## config.mk

```make
export PLATFORM = sky130hd
export DESIGN_NAME = iter_muldiv_unit
export DESIGN_NICKNAME = d
export VERILOG_FILES = /design/src/rtl/iter_muldiv_unit.sv
export SDC_FILE = /design/constraint.sdc
export NUM_CORES = 1
export LEC_CHECK = 0
export CAP_MARGIN = 20
export CORE_UTILIZATION = 30
export CTS_CLUSTER_SIZE = 30
export DETAILED_ROUTE_END_ITERATION = 10
export PLACE_DENSITY = 0.57
export SLEW_MARGIN = 20
export SYNTH_ARGS = -nofsm -noshare
export SYNTH_HDL_FRONTEND = slang
export SYNTH_SLANG_ARGS = --single-unit
```

## constraint.sdc

```tcl
create_clock -name CLK -period 4.12 [get_ports CLK]
set_input_delay 0.824 -clock CLK [delete_from_list [all_inputs] [get_ports CLK]]
set_output_delay 0.824 -clock CLK [all_outputs]
set_load 0.005 [all_outputs]
```

## src/rtl/iter_muldiv_unit.sv

```systemverilog
// -----------------------------------------------------------------------------
// iter_muldiv_unit
//   Sequential multiply/divide engine for the execute stage. A shift-add
//   multiplier and a restoring divider share one accumulator pair and retire
//   one bit per cycle over WIDTH cycles. Operands are converted to magnitudes
//   on acceptance, and the signs are re-applied when the result is written.
//
// Ports
//   CLK          clock, rising edge
//   reset_n      asynchronous active-low reset
//   start        request, sampled in IDLE/DONE only
//   op[0]        0 = MUL, 1 = DIV
//   op[1]        0 = unsigned, 1 = signed (two's complement)
//   a, b         multiplicand/dividend, multiplier/divisor
//   busy         high while iterating
//   done         one-cycle pulse when results are valid
//   result_hi    MUL: product upper half, DIV: remainder
//   result_lo    MUL: product lower half, DIV: quotient
//   div_by_zero  set by DIV with b = 0, cleared by the next accepted start
// -----------------------------------------------------------------------------
module iter_muldiv_unit #(
    parameter int WIDTH = 8
) (
    input  logic             CLK,
    input  logic             reset_n,
    input  logic             start,
    input  logic [1:0]       op,
    input  logic [WIDTH-1:0] a,
    input  logic [WIDTH-1:0] b,
    output logic             busy,
    output logic             done,
    output logic [WIDTH-1:0] result_hi,
    output logic [WIDTH-1:0] result_lo,
    output logic             div_by_zero
);

    localparam int CW = $clog2(WIDTH);

    typedef enum logic [1:0] {IDLE, RUN, DONE} state_t;

    // Operation context captured at the accepting edge; inputs are free after.
    typedef struct packed {
        logic             div;
        logic             neg_q;   // sign of product / quotient
        logic             neg_r;   // sign of remainder (follows dividend)
        logic [WIDTH-1:0] mag_a;
        logic [WIDTH-1:0] mag_b;
        logic [WIDTH-1:0] raw_a;   // returned unchanged on divide-by-zero
    } ctx_t;

    state_t           state, nstate;
    ctx_t             ctx;
    logic [CW-1:0]    cnt;
    // acc_hi carries one guard bit: the multiplier's carry-out and the
    // divider's shifted partial remainder both need WIDTH+1 bits.
    logic [WIDTH:0]   acc_hi;
    logic [WIDTH-1:0] acc_lo;

    logic             accept, last, dz_run;
    logic             sa, sb;
    logic [WIDTH-1:0] mag_a_in, mag_b_in;
    logic [WIDTH:0]   mul_sum, div_sh, div_tr;
    logic [WIDTH:0]   nxt_hi;
    logic [WIDTH-1:0] nxt_lo;
    logic [2*WIDTH-1:0] prod, prod_fix;
    logic [WIDTH-1:0] quo_fix, rem_fix;

    assign busy   = (state == RUN);
    assign done   = (state == DONE);
    assign accept = (state != RUN) && start;
    assign last   = (cnt == CW'(WIDTH - 1));
    assign dz_run = ctx.div && (ctx.mag_b == '0);

    // Magnitudes at the input; -(most negative) wraps to 2^(WIDTH-1), which
    // is the correct unsigned magnitude.
    always_comb begin
        sa       = op[1] & a[WIDTH-1];
        sb       = op[1] & b[WIDTH-1];
        mag_a_in = sa ? -a : a;
        mag_b_in = sb ? -b : b;
    end

    // One iteration step plus sign correction of its outcome.
    always_comb begin
        mul_sum = acc_hi + (acc_lo[0] ? {1'b0, ctx.mag_a} : '0);
        div_sh  = {acc_hi[WIDTH-1:0], acc_lo[WIDTH-1]};
        div_tr  = div_sh - {1'b0, ctx.mag_b};
        if (ctx.div) begin
            // A clear top bit after the trial subtract means no borrow.
            if (!div_tr[WIDTH]) begin
                nxt_hi = div_tr;
                nxt_lo = {acc_lo[WIDTH-2:0], 1'b1};
            end else begin
                nxt_hi = div_sh;
                nxt_lo = {acc_lo[WIDTH-2:0], 1'b0};
            end
        end else begin
            nxt_hi = {1'b0, mul_sum[WIDTH:1]};
            nxt_lo = {mul_sum[0], acc_lo[WIDTH-1:1]};
        end
        prod     = {nxt_hi[WIDTH-1:0], nxt_lo};
        prod_fix = ctx.neg_q ? -prod : prod;
        quo_fix  = ctx.neg_q ? -nxt_lo : nxt_lo;
        rem_fix  = ctx.neg_r ? -nxt_hi[WIDTH-1:0] : nxt_hi[WIDTH-1:0];
    end

    always_ff @(posedge CLK or negedge reset_n) begin
        if (!reset_n) state <= IDLE;
        else          state <= nstate;
    end

    always_comb begin
        nstate = state;
        case (state)
            IDLE, DONE: nstate = start ? RUN : IDLE;
            RUN:        if (dz_run || last) nstate = DONE;
            default:    nstate = IDLE;
        endcase
    end

    always_ff @(posedge CLK or negedge reset_n) begin
        if (!reset_n) begin
            ctx         <= '0;
            cnt         <= '0;
            acc_hi      <= '0;
            acc_lo      <= '0;
            result_hi   <= '0;
            result_lo   <= '0;
            div_by_zero <= 1'b0;
        end else if (accept) begin
            ctx.div     <= op[0];
            ctx.neg_q   <= sa ^ sb;
            ctx.neg_r   <= sa;
            ctx.mag_a   <= mag_a_in;
            ctx.mag_b   <= mag_b_in;
            ctx.raw_a   <= a;
            cnt         <= '0;
            acc_hi      <= '0;
            // Multiplier shifts out of acc_lo; dividend shifts out of acc_lo.
            acc_lo      <= op[0] ? mag_a_in : mag_b_in;
            div_by_zero <= 1'b0;
        end else if (state == RUN) begin
            if (dz_run) begin
                result_lo   <= '1;
                result_hi   <= ctx.raw_a;
                div_by_zero <= 1'b1;
            end else begin
                acc_hi <= nxt_hi;
                acc_lo <= nxt_lo;
                cnt    <= cnt + 1'b1;
                if (last) begin
                    if (ctx.div) begin
                        result_lo <= quo_fix;
                        result_hi <= rem_fix;
                    end else begin
                        {result_hi, result_lo} <= prod_fix;
                    end
                end
            end
        end
    end

endmodule
```

# --- Yosys cells after proc, flatten, opt, wreduce, memory -nomap -nowiden ---
# Cells that the tools add are included.
totals:
  ff_bits: 66
  input_bits: 21
  elab_cells: 75
classes:
  n_addsub: 8
  eq_ne: 6
  muxes: 32
  bitwise: 4
  reduce_logical: 12
op_table:
  columns: ["cell", "count"]
  rows:
  - ["8-bit two-way mux", 16]
  - ["9-bit two-way mux", 5]
  - ["8-bit negator", 4]
  - ["16-bit two-way mux", 1]
  - ["16-bit negator", 1]
  - ["9-bit by 8-bit adder with 9-bit output", 1]
  - ["3-bit two-way mux", 3]
  - ["9-bit by 8-bit subtractor with 9-bit output", 1]
  - ["8-bit logical NOT", 1]
  - ["2-bit nonzero test", 3]
  - ["1-bit two-way mux", 5]
  - ["2-bit by 1-bit != test with 1-bit output, second input constant", 2]
  - ["2-bit case mux with 2 select lines", 1]
  - ["2-bit AND reduction", 2]
  - ["3-bit by 1-bit adder with 3-bit output, second input constant", 1]
  - ["3-bit == test, second input constant", 1]
  - ["3-bit AND reduction", 1]
  - ["1-bit bitwise AND", 2]
  - ["2-bit by 1-bit == test with 1-bit output, second input constant", 1]
  - ["2-bit == test, second input constant", 1]
  - ["1-bit logical AND", 2]
  - ["2-bit logical NOT", 1]
  - ["2-bit two-way mux", 1]
  - ["2-bit != test, second input constant", 1]
  - ["4 further kinds", 4]

# --- Logic depth before layout (Yosys ltp) ---
# Gate-level depths: netlist of the first run.
logic_depth:
  word_depth: 8
  ltp_mapped: 20
  depth_no_buf: 19

# --- Worst setup path before layout of the first run ---
# OpenSTA, ideal clock, no wires.
synth_timing:
  path_kind: "reg-to-reg"
  start: "reg acc_lo[7]"
  end: "reg result_hi[7]"
  setup_time_ns: 0.094
  t_arrival_ns: 3.915
  required_time_ns: 4.026
  path_slack_ns: 0.111
  stages_incl_launch_ff: 19
  path_buffers: 0
  synth_period_minus_slack_ns: 4.009
  cell_sequence: "dfrtp_1 inv_1 ha_1 inv_1 fa_1 a211o_1 a21oi_1 nor2b_1 o21a_1 o21ai_0 nand2b_1 ha_1 nor4b_2 o21ai_1 or4_4 o21ai_2 nor2_2 o311a_1 a211oi_1"
synth_between:
  elab_chain_len: 8
  word_cells_on_any_way: 12
  cone_classes: "add/sub: 3; mux: 9"
synth_rtl:
  columns: ["item", "line_no", "text"]
  rows:
  - ["start: declaration", "57", "logic [WIDTH-1:0] acc_lo;"]
  - ["start signal: assignment", "140", "acc_lo <= op[0] ? mag_a_in : mag_b_in;"]
  - ["start signal: assignment", "149", "acc_lo <= nxt_lo;"]
  - ["9-bit by 8-bit subtractor with 9-bit output", "87", "div_tr = div_sh - {1'b0, ctx.mag_b};"]
  - ["1-bit two-way mux / 9-bit two-way mux (equally long branches)", "90", "if (!div_tr[WIDTH]) begin"]
  - ["8-bit two-way mux / 9-bit two-way mux (equally long branches)", "88", "if (ctx.div) begin"]
  - ["16-bit negator / 8-bit negator (equally long branches)", "102, 104", null]
  - ["16-bit two-way mux / 8-bit two-way mux (equally long branches)", "102, 104", null]
  - ["8-bit two-way mux *", "152", "if (ctx.div) begin"]
  - ["8-bit two-way mux *", "151", "if (last) begin"]
  - ["8-bit two-way mux *", "143", "if (dz_run) begin"]
  - ["end signal: assignment", "145", "result_hi <= ctx.raw_a;"]
  - ["end signal: assignment", "154", "result_hi <= rem_fix;"]
  - ["end signal: assignment", "156", "{result_hi, result_lo} <= prod_fix;"]
  - ["end: declaration", "32", "output logic [WIDTH-1:0] result_hi,"]
# Every way passes the cells marked *; elsewhere a longest branch is shown, timed or not. The select of a mux whose other input is x is not followed.
# A chain may end at the register's enable or synchronous reset.

# --- Final worst setup path of the first run ---
# Same ends and word-level chain as after synthesis.

==> results of run 1 <==
==> worst max-delay path: stages, from the launching register on <==
cell and delay [ps]:
sky130_fd_sc_hd__dfrtp_1 370, sky130_fd_sc_hd__inv_1 80, sky130_fd_sc_hd__ha_2 170, sky130_fd_sc_hd__inv_1 50, sky130_fd_sc_hd__fa_2 340, sky130_fd_sc_hd__a211o_1 330, sky130_fd_sc_hd__a21oi_2 170, sky130_fd_sc_hd__nor2b_1 60
sky130_fd_sc_hd__o21a_1 170, sky130_fd_sc_hd__o21ai_0 140, sky130_fd_sc_hd__nand2b_1 120, sky130_fd_sc_hd__ha_4 280, sky130_fd_sc_hd__nor4b_4 270, sky130_fd_sc_hd__o21ai_1 130, sky130_fd_sc_hd__or4_4 460, sky130_fd_sc_hd__o21ai_4 170
sky130_fd_sc_hd__nor2_2 60, sky130_fd_sc_hd__buf_4 150, sky130_fd_sc_hd__o31ai_4 230, sky130_fd_sc_hd__a211oi_2 90
==> cell usage in the layout, fill, tap and decap left out, types with 11 or more instances in the layout <==
cell type / instances
sky130_fd_sc_hd__inv_1: 21
sky130_fd_sc_hd__xnor2_1: 14
sky130_fd_sc_hd__o211ai_1: 11
sky130_fd_sc_hd__nor2_1: 37
sky130_fd_sc_hd__clkdlybuf4s50_1: 38
sky130_fd_sc_hd__buf_4: 28
sky130_fd_sc_hd__mux2i_1: 13
sky130_fd_sc_hd__ha_1: 21
sky130_fd_sc_hd__a21oi_1: 28
sky130_fd_sc_hd__xor2_1: 14
sky130_fd_sc_hd__nand2_1: 78
sky130_fd_sc_hd__nor3_1: 12
sky130_fd_sc_hd__o21ai_0: 36
sky130_fd_sc_hd__dfrtp_1: 65
sky130_fd_sc_hd__nand3_1: 19
==> registers in the layout, summed over array words and instances, names as in the netlist <==
signal       count
cnt              3
acc_hi           9
state            2
result_hi        8
div_by_zero      1
ctx             26
result_lo        8
acc_lo           8
==> cell type report <==
cell class	count	area, um2	area share (%)
sequential	65	1630	29.3
clock buffer	11	243	4.38
timing repair buffer	67	602	10.9
multi-input combinational	407	2670	48.2
clock inverter	5	78.8	1.42
inverter	25	97.6	1.76
tap	180	225	4.06
==> through the flow <==
| step | util (%) | hold slack [ps] | instances |
|---|---|---|---|
| global route | 39.3 | 483 | 760 |
| finish | 39.3 | 473 | 760 |
| detailed placement | 36.2 | 466 | 738 |
| global placement | 36.2 | 458 | 738 |
| floorplan | - | 438 | 518 |
| CTS | 38.5 | 478 | 754 |
==> timing repair <==
item                                    CTS  global route
pin swaps                                 1             7
buffers inserted                          0             6
endpoints found under the hold margin     0             0
endpoints found under the setup margin    1             6
gates resized for setup                   1            13
==> metal layers <==
| layer | vias up | share of wire [%] |
|---|---|---|
| met5 | - | 0 |
| met3 | 26 | 4.2 |
| met2 | 124 | 44 |
| met4 | 0 | 2.6 |
| li1 | 1966 | - |
| met1 | 1966 | 49 |
==> power by group through the flow <==
stage	Sequential [W]	Combinational [W]	Clock (W)
2_1_floorplan	0.00115	0.00224	0
5_1_grt	0.00133	0.00401	0.000859
3_5_place_dp	0.00128	0.00331	0
6_report	0.00129	0.00362	0.000819
3_3_place_gp	0.00128	0.00325	0
4_1_cts	0.00128	0.00334	0.000834
==> cells by family after synthesis <==
group | after synthesis
compound gates | 143
buf+inv | 46
fa+ha+maj | 25
flops | 65
xor+xnor | 28
simple gates | 193
mux | 18
==> path summary, 6_finish.rpt <==
path | from | end | slack, ps | cells after the start
worst max-delay path | acc_lo[7]$_DFFE_PN0P_ | result_hi[7]$_DFFE_PN0P_ | 140 | 19
worst min-delay path | ctx[23]$_DFFE_PN0P_ | ctx[23]$_DFFE_PN0P_ | 470 | 1
worst max register to register | acc_lo[7]$_DFFE_PN0P_ | result_hi[7]$_DFFE_PN0P_ | 140 | 19
worst min register to register | ctx[23]$_DFFE_PN0P_ | ctx[23]$_DFFE_PN0P_ | 470 | 1
max in group asynchronous | reset_n | acc_hi[8]$_DFFE_PN0P_ | 2870 | 2
min in group asynchronous | reset_n | result_hi[3]$_DFFE_PN0P_ | 500 | 1
==> results.yml, run 1 <==
clock_tree:
  clock_tree.htree_level_count: 3
  cts_buffer_depth: 2
  clkSlewWorstSetupHoldPaths_ps: 60
  insertion_delay_ps: 330
  clk_root_buffer_cell: "sky130_fd_sc_hd__clkbuf_16"
  cts_made_buffers: 9
  tritoncts: "yes"
  sinks_on_clock_net: 65
  cts-hold-fix-buffers: 0
synthesis:
  synth.lib_cells_used.distinct: 67
  sequential_fraction_of_the_synthesis_area_pct: 36.9
  syn-instance-count: 518
  synthFlopType: "sky130_fd_sc_hd__dfrtp_1"
  ys_warn_count: 0
  synth.largest_area_cell: "sky130_fd_sc_hd__dfrtp_1"
  complex_gate_fraction_of_the_synthesized_area_pct: 20.9
  ys_top_cells_by_area: "sky130_fd_sc_hd__dfrtp_1 (37%), sky130_fd_sc_hd__nand2_1 (6.6%), sky130_fd_sc_hd__ha_1 (6.5%)"
  synth_top_family_by_area: "compound AO/OA/AOI/OAI gates"
  yosys.area_share.adder_pct: 7.43
  number_of_flops_mapped_to_enable_cells_by_yosys: 0
  synth_nets: 564
  synthMostInstantiatedCell: "sky130_fd_sc_hd__nand2_1"
  synthesized_flop_and_latch_total: 65
  synth_commonest_cells: "sky130_fd_sc_hd__nand2_1 (78), sky130_fd_sc_hd__dfrtp_1 (65), sky130_fd_sc_hd__nor2_1 (38), sky130_fd_sc_hd__o21ai_0 (36), sky130_fd_sc_hd__a21oi_1 (29)"
  synth-simple-area-share_pct: 20.8
  yosys-mux-area-fraction_pct: 4.23
  syn_avg_cell_area_um2: 8.51
  post_synth_xor_area_fraction_pct: 5.56
  synth_largest_type_area_fraction_pct: 36.9
  postSynth.asyncResetShare_pct: 100
  syn-cell-area_mm2: 0.00441
finish:
  layout_overhead_on_the_synthesized_area_pct: 25.8
  drive_above_1_share_pct: 11.9
  final_area_mm2: 0.00555
  fill_cell_total_of_the_finished_layout: 1471
  insertedDiodeCount: 0
  num-nets-final: 621
floorplanning:
  core.rowCount: 43
  dieArea_mm2: 0.0152
  die_w_um: 123
  ioPinCount: 40
  core_area_mm2: 0.0141
  fp.dieH_um: 123
  initial_core_util_pct: 31.3
timing:
  slew-limit-headroom_pct: 33.8
  worst_clock_skew_ps: 8.42
  worst_margin_slew_ps: 993
  setup-tns-final_ps: 0
  unrepaired_setup_endpoints_after_global_routing: "yes"
  timing.final.hold_violations: 0
  period_share_pct: 96.7
  layout_min_cycle_time_ps: 3980
  timing.final.setup_violations: 0
  drv_slew: 0
  fmax_mhz: 251
  final_critical_path_setup_slack_ps: 137
pwr:
  vdd_drop_max_uv: 284
  p_comb_share_pct: 63.2
  power.density_cell_area_mw_per_mm2: 1030
  post-layout-total-power_w: 0.00573
  total_switching_power_w: 0.00258
  static-leakage-power_nw: 2.45
  seq_power_share_pct: 22.5
  switching_part_of_the_total_power_pct: 45.1
  intPower_w: 0.00315
  power_frac_clock_pct: 14.3
detailed_routing:
  detail-route-antenna-nets: 0
  via_per_inst: 5.37
  drt_initial_violations: 276
  route.final.wire_length_mm: 13.1
  detail_route.first_pass.iterations: 5
  drt_wl_cell_um: 17.3
  remaining_drc_errors: 0
  vias: 4082
global_route:
  grtUsageMet2_pct: 28.3
  number_of_antenna_violations_at_the_first_check_in_global_routing: 0
  grt_start_max_net_pins: 44
  grt_first_pass_wirelength_mm: 21.0
  global_route.usage.met1_pct: 26.2
  first_global_vias: 3966
  grtUsageMet3_pct: 2.91
  gr-max-usage-layer: "met2"
  grt_overflow: 0
  globalRouteTotalUtil_pct: 18.6
placed_design:
  dpl_hpwl_mm: 10.1
  place_ws_ps: -37.5
  finalWeightedCongestion: 0.900
  place_area_mm2: 0.00510
  placement.io_buffers: 39
critical_path:
  worst-endpoint-arrival_ps: 4190
  required_ps: 4330
  cp_max_fo: 5
  timing.setup.critical_path_class: "reg -> reg"
  cp-end-kind: "flip-flop"
  startpoint_type_of_the_worst_setup_path: "flip-flop"
hold_path:
  worst_hold_path_type: "reg -> reg"
run_status:
  outcome: "finished clean"
job:
  maxCapViolCount: 0
(Power assumes the default switching activity.)
==> run 2, diff against run 1 <==
Settings changed: REMOVE_ABC_BUFFERS set to 1.
==> run 2 against run 1 <==
Core utilization down 0.053 points. Register-to-register slack about the same. Sequential power barely moved. Clock power is 6.6% lower. Largest power group unchanged. Critical endpoint unchanged. Highest routed layer unchanged. Worst hold slack gained 5.1 ps. Critical path type unchanged.
==> results.yml, run 2 (synthesis gave the netlist of run 1 again) <==
timing:
  timing.final.hold_violations: 0
  worst_margin_slew_ps: 846
  timing.final.setup_violations: 0
  slew-limit-headroom_pct: 43.6
  worst_clock_skew_ps: 7.32
  setup-tns-final_ps: 0
  period_share_pct: 96.5
  fmax_mhz: 252
  drv_slew: 0
  layout_min_cycle_time_ps: 3980
clock_tree:
  clock_tree.htree_level_count: 3
  clk_root_buffer_cell: "sky130_fd_sc_hd__clkbuf_16"
  insertion_delay_ps: 340
  sinks_on_clock_net: 65
  tritoncts: "yes"
  clkSlewWorstSetupHoldPaths_ps: 60
  cts_buffer_depth: 2
  cts_made_buffers: 9
detailed_routing:
  route.final.wire_length_mm: 13.2
  drt_initial_violations: 239
  detail_route.first_pass.iterations: 5
  drt_wl_cell_um: 17.4
  via_per_inst: 5.31
  vias: 4034
  remaining_drc_errors: 0
  detail-route-antenna-nets: 0
finish:
  reg_top3: "ctx x26, acc_hi x9"
  drive_above_1_share_pct: 12.8
  layout_overhead_on_the_synthesized_area_pct: 25.6
  flip_flop_count_of_the_largest_register_after_layout: 26
  fill_cell_total_of_the_finished_layout: 1424
  insertedDiodeCount: 0
  commonest_cells_after_routing_fill_and_taps_aside: "sky130_fd_sc_hd__nand2_1 (78), sky130_fd_sc_hd__dfrtp_1 (64), sky130_fd_sc_hd__clkdlybuf4s50_1 (38)"
  mostFrequentLayoutCell: "sky130_fd_sc_hd__nand2_1"
  max_flop_register: "ctx"
  num-nets-final: 621
hold_path:
  worst_hold_path_type: "reg -> reg"
  hold_start: "ctx[20]$_DFFE_PN0P_"
floorplanning:
  initial_core_util_pct: 31.3
  core_area_mm2: 0.0141
  die_w_um: 123
  core.rowCount: 43
  fp.dieH_um: 123
  dieArea_mm2: 0.0152
  ioPinCount: 40
pwr:
  static-leakage-power_nw: 2.43
  intPower_w: 0.00307
  power.density_cell_area_mw_per_mm2: 1020
  vdd_drop_max_uv: 307
  post-layout-total-power_w: 0.00564
  total_switching_power_w: 0.00257
  switching_part_of_the_total_power_pct: 45.5
  p_comb_share_pct: 63.5
  seq_power_share_pct: 22.9
  power_frac_clock_pct: 13.6
critical_path:
  crit_chain: "inv_2 > ha_4 > inv_2 > fa_2 > a211o_1 > a21oi_2 > nor2b_1 > o21a_1 > o21ai_2 > nand2b_1 > ha_4 > buf_8 > o221a_1 > o311ai_1 > a221oi_1 > buf_4 > nand3_2 > o311a_1 > a211oi_2"
  worst-endpoint-arrival_ps: 4220
  timing.critical_path.slowest_stage_cell: "sky130_fd_sc_hd__o311a_1"
  cp-end-kind: "flip-flop"
  startpoint_type_of_the_worst_setup_path: "flip-flop"
  worstReg2RegStart: "acc_lo[7]$_DFFE_PN0P_"
  timing.setup.critical_path_class: "reg -> reg"
  timing.critical_path.from: "acc_lo[7]$_DFFE_PN0P_"
  critical-path-max-stage-delay_ps: 400
  regToRegSetupSlack_ps: 140
  cp_max_fo: 12
  required_ps: 4360
placed_design:
  placement.io_buffers: 39
  finalWeightedCongestion: 0.891
  dpl_hpwl_mm: 10.1
global_route:
  grt_first_pass_wirelength_mm: 21.2
  first_global_vias: 3941
  globalRouteTotalUtil_pct: 18.6
  number_of_antenna_violations_at_the_first_check_in_global_routing: 0
  grt_start_max_net_pins: 35
  grt_overflow: 0
run_status:
  outcome: "finished clean"
job:
  maxCapViolCount: 0
run 2: area by class of cell:
type | instances | area [um2] | area share [%]
inverters | 25 | 93.8 | 1.69
well taps | 180 | 225 | 4.07
clock inverters | 5 | 55.1 | 0.994
repair buffers | 67 | 603 | 10.9
clock buffers | 11 | 243 | 4.38
multi-input cells | 407 | 2690 | 48.6
flip-flops and latches | 65 | 1630 | 29.4
run 2: layer usage:
| layer | GRT usage, % | part of all wire (%) | up-vias |
|---|---|---|---|
| li1 | - | - | 1970 |
| met1 | 26.1 | 48 | 1933 |
| met2 | 28.2 | 45 | 112 |
| met3 | 4.24 | 5.8 | 19 |
| met4 | 5.87 | 1.8 | 0 |
| met5 | 0 | 0 | - |
run 2: what timing repair did:
action,4_1_cts,5_1_grt
hold endpoints to repair,0,0
pin swaps,1,12
hold buffers,0,0
setup endpoints to repair,2,7
setup buffers,0,6
gates resized for setup,2,19
run 2: critical path, delay by kind of cell, from the launching register on:
kind | cells | cell delay [ps]
buffers and inverters | 4 | 420
AND/OR/NAND/NOR | 3 | 270
flip-flops | 1 | 380
AO/OA/AOI/OAI | 9 | 1990
adder cells (fa/ha/maj) | 3 | 820
run 2: path summary, 6_finish.rpt:
kind	to	cells past startpoint
worst max register to register	result_hi[7]$_DFFE_PN0P_	19
min in group asynchronous	cnt[0]$_DFFE_PN0P_	1
worst min-delay path	ctx[20]$_DFFE_PN0P_	2
max in group asynchronous	ctx[19]$_DFFE_PN0P_	2
worst min register to register	ctx[20]$_DFFE_PN0P_	2
worst max-delay path	result_hi[7]$_DFFE_PN0P_	19
run 2: power groups by stage:
| stage | Clock (W) | Sequential (W) | Combinational (W) |
|---|---|---|---|
| final | 0.000765 | 0.00129 | 0.00358 |
| after global routing | 0.000805 | 0.00133 | 0.00396 |
| after CTS | 0.000781 | 0.00128 | 0.00333 |
| after detailed placement | 0 | 0.00129 | 0.00327 |
| after global placement | 0 | 0.00128 | 0.00324 |
| after floorplan | 0 | 0.00120 | 0.00213 |
run 2: stage by stage:
step	instance area (um2)	instances	hold WS [ps]	setup WS [ps]	utilization, %
6_report	5540	760	479	144	39.3
3_3_place_gp	5100	738	455	55.6	36.2
4_1_cts	5410	754	481	17.8	38.4
5_1_grt	5540	760	498	-46.9	39.3
2_1_floorplan	4320	497	438	-8.24	-
3_5_place_dp	5100	738	467	-89.5	36.2
==> run 3, diff against run 2 <==
Settings changed: CTS_CLUSTER_DIAMETER set to 200, SETUP_SLACK_MARGIN set to 0.05.
==> run 3 against run 2 <==
Clock-buffer cell count is the same. Die area is the same. Via count grew 0.82%. Cell count increased by 0.39%. Sequential share of layout area fell by 0.12 points. Critical path type unchanged. Largest power group unchanged. Highest routed layer unchanged.
==> results.yml, run 3 (synthesis gave the netlist of run 1 again) <==
hold_path:
  hold_start: "ctx[20]$_DFFE_PN0P_"
  worst_hold_path_type: "reg -> reg"
detailed_routing:
  remaining_drc_errors: 0
  detail-route-antenna-nets: 0
  vias: 4067
  via_per_inst: 5.33
  detail_route.first_pass.iterations: 5
  drt_wl_cell_um: 17.4
  drt_initial_violations: 217
  route.final.wire_length_mm: 13.3
critical_path:
  worst-endpoint-arrival_ps: 4230
  cp_max_fo: 5
  startpoint_type_of_the_worst_setup_path: "flip-flop"
  cp-end-kind: "flip-flop"
  cp.buffers_inverters: 2
  path_delay_family: "compound AO/OA/AOI/OAI gates"
  timing.setup.critical_path_class: "reg -> reg"
  timing.critical_path.from: "acc_lo[7]$_DFFE_PN0P_"
  crit_chain: "inv_2 > ha_2 > inv_1 > fa_2 > a211o_1 > a21oi_2 > nor2b_1 > o21a_1 > o21ai_2 > nand2b_1 > ha_4 > nor4b_4 > o21ai_2 > or4_4 > o21ai_2 > nor2_2 > o311a_1 > a211oi_2"
  required_ps: 4360
  critical-path-max-stage-delay_ps: 510
  path_common_cell: "sky130_fd_sc_hd__o21ai_2"
  worstReg2RegStart: "acc_lo[7]$_DFFE_PN0P_"
  timing.critical_path.slowest_stage_cell: "sky130_fd_sc_hd__or4_4"
global_route:
  first_global_vias: 3945
  grt_overflow: 0
  grt_first_pass_wirelength_mm: 21.2
  number_of_antenna_violations_at_the_first_check_in_global_routing: 0
  grt_start_max_net_pins: 35
  globalRouteTotalUtil_pct: 18.6
floorplanning:
  fp.dieH_um: 123
  dieArea_mm2: 0.0152
  ioPinCount: 40
  die_w_um: 123
  initial_core_util_pct: 31.3
  core.rowCount: 43
  core_area_mm2: 0.0141
finish:
  commonest_cells_after_routing_fill_and_taps_aside: "sky130_fd_sc_hd__nand2_1 (78), sky130_fd_sc_hd__dfrtp_1 (65), sky130_fd_sc_hd__clkdlybuf4s50_1 (38)"
  mostFrequentLayoutCell: "sky130_fd_sc_hd__nand2_1"
  reg_top3: "ctx x26, acc_hi x9"
  multi_input_area_mm2: 0.00269
  num-nets-final: 624
  insertedDiodeCount: 0
  flip_flop_count_of_the_largest_register_after_layout: 26
  register_area_mm2: 0.00163
  layout_overhead_on_the_synthesized_area_pct: 26.0
  drive_above_1_share_pct: 13.9
  fill_cell_total_of_the_finished_layout: 1421
  max_flop_register: "ctx"
  final_area_mm2: 0.00556
timing:
  fmax_mhz: 251
  unrepaired_setup_endpoints_after_global_routing: "yes"
  whs_ps: 479
  timing.final.setup_violations: 0
  layout_min_cycle_time_ps: 3990
  period_share_pct: 96.8
  slew-limit-headroom_pct: 42.4
  worst_margin_slew_ps: 864
  timing.final.hold_violations: 0
  worst_clock_skew_ps: 7.42
  drv_slew: 0
clock_tree:
  cts_buffer_depth: 2
  clk_root_buffer_cell: "sky130_fd_sc_hd__clkbuf_16"
  cts_made_buffers: 9
  clkSlewWorstSetupHoldPaths_ps: 60
  cts-hold-fix-buffers: 0
  tritoncts: "yes"
  insertion_delay_ps: 330
  sinks_on_clock_net: 65
  clock_tree.htree_level_count: 3
pwr:
  post-layout-total-power_w: 0.00576
  power.density_cell_area_mw_per_mm2: 1040
  vdd_drop_max_uv: 356
  static-leakage-power_nw: 2.45
placed_design:
  finalWeightedCongestion: 0.891
  place_area_mm2: 0.00510
  placement.io_buffers: 39
  dpl_hpwl_mm: 10.1
run_status:
  outcome: "finished clean"
job:
  maxCapViolCount: 0
-- run 3: changes by cell type in the layout (fill, tap and decap cells not counted), moves of 2 or more --
cell,before,now
sky130_fd_sc_hd__mux2i_2,0,2
sky130_fd_sc_hd__buf_4,27,30
sky130_fd_sc_hd__mux2i_1,13,11
sky130_fd_sc_hd__ha_2,0,2
-- run 3: report_power, final --
group	internal (W)	leakage, nW	switching [W]	total, W
clock	0.000482	0.142	0.000282	0.000764
combinational	0.00173	1.51	0.00197	0.00370
sequential	0.000956	0.796	0.000335	0.00129
total	0.00317	2.45	0.00259	0.00576
-- run 3: per-layer routing --
| layer | wire, um | global-route usage [%] | vias up |
|---|---|---|---|
| met5 | 0 | 0 | - |
| met4 | 232 | 5.87 | 0 |
| met3 | 725 | 4.24 | 19 |
| met2 | 5990 | 28.3 | 106 |
| met1 | 6320 | 26.0 | 1966 |
| li1 | - | - | 1976 |
-- run 3: final cells by class --
type,instances,area share [%]
Clock inverter,5,0.991
Timing Repair Buffer,70,11.3
Clock buffer,11,4.37
Multi-Input combinational cell,407,48.4
Inverter,25,1.69
Tap cell,180,4.05
Sequential cell,65,29.3
-- run 3: stage by stage --
stage / setup TNS (ps) / utilization, % / worst slack [ps] / instances
2_1_floorplan: -8.24 / - / -8.24 / 497
3_3_place_gp: 0 / 36.2 / 55.6 / 738
3_5_place_dp: -89.5 / 36.2 / -89.5 / 738
4_1_cts: 0 / 38.5 / 63.8 / 755
5_1_grt: -35.8 / 39.4 / -35.8 / 763
6_report: 0 / 39.4 / 134 / 763
-- run 3: worst paths after layout --
kind | endpoint | slack [ps] | cells after the start
setup / recovery | result_hi[7]$_DFFE_PN0P_ | 130 | 18
hold / removal | ctx[20]$_DFFE_PN0P_ | 480 | 2
setup reg to reg | result_hi[7]$_DFFE_PN0P_ | 130 | 18
hold reg to reg | ctx[20]$_DFFE_PN0P_ | 480 | 2
max in group asynchronous | ctx[19]$_DFFE_PN0P_ | 2620 | 2
min in group asynchronous | cnt[0]$_DFFE_PN0P_ | 570 | 1
-- run 3: timing repair --
| item | 4_1_cts | 5_1_grt |
|---|---|---|
| setup endpoints to repair | 4 | 7 |
| gates resized for setup | 3 | 21 |
| buffers inserted | 1 | 8 |
| pin swaps | 3 | 6 |
-- run 3: tightest hold or removal path, stage by stage (launching register included) --
cell and delay, ps:
sky130_fd_sc_hd__dfrtp_1 340, sky130_fd_sc_hd__nand2_1 50, sky130_fd_sc_hd__nand2_1 60
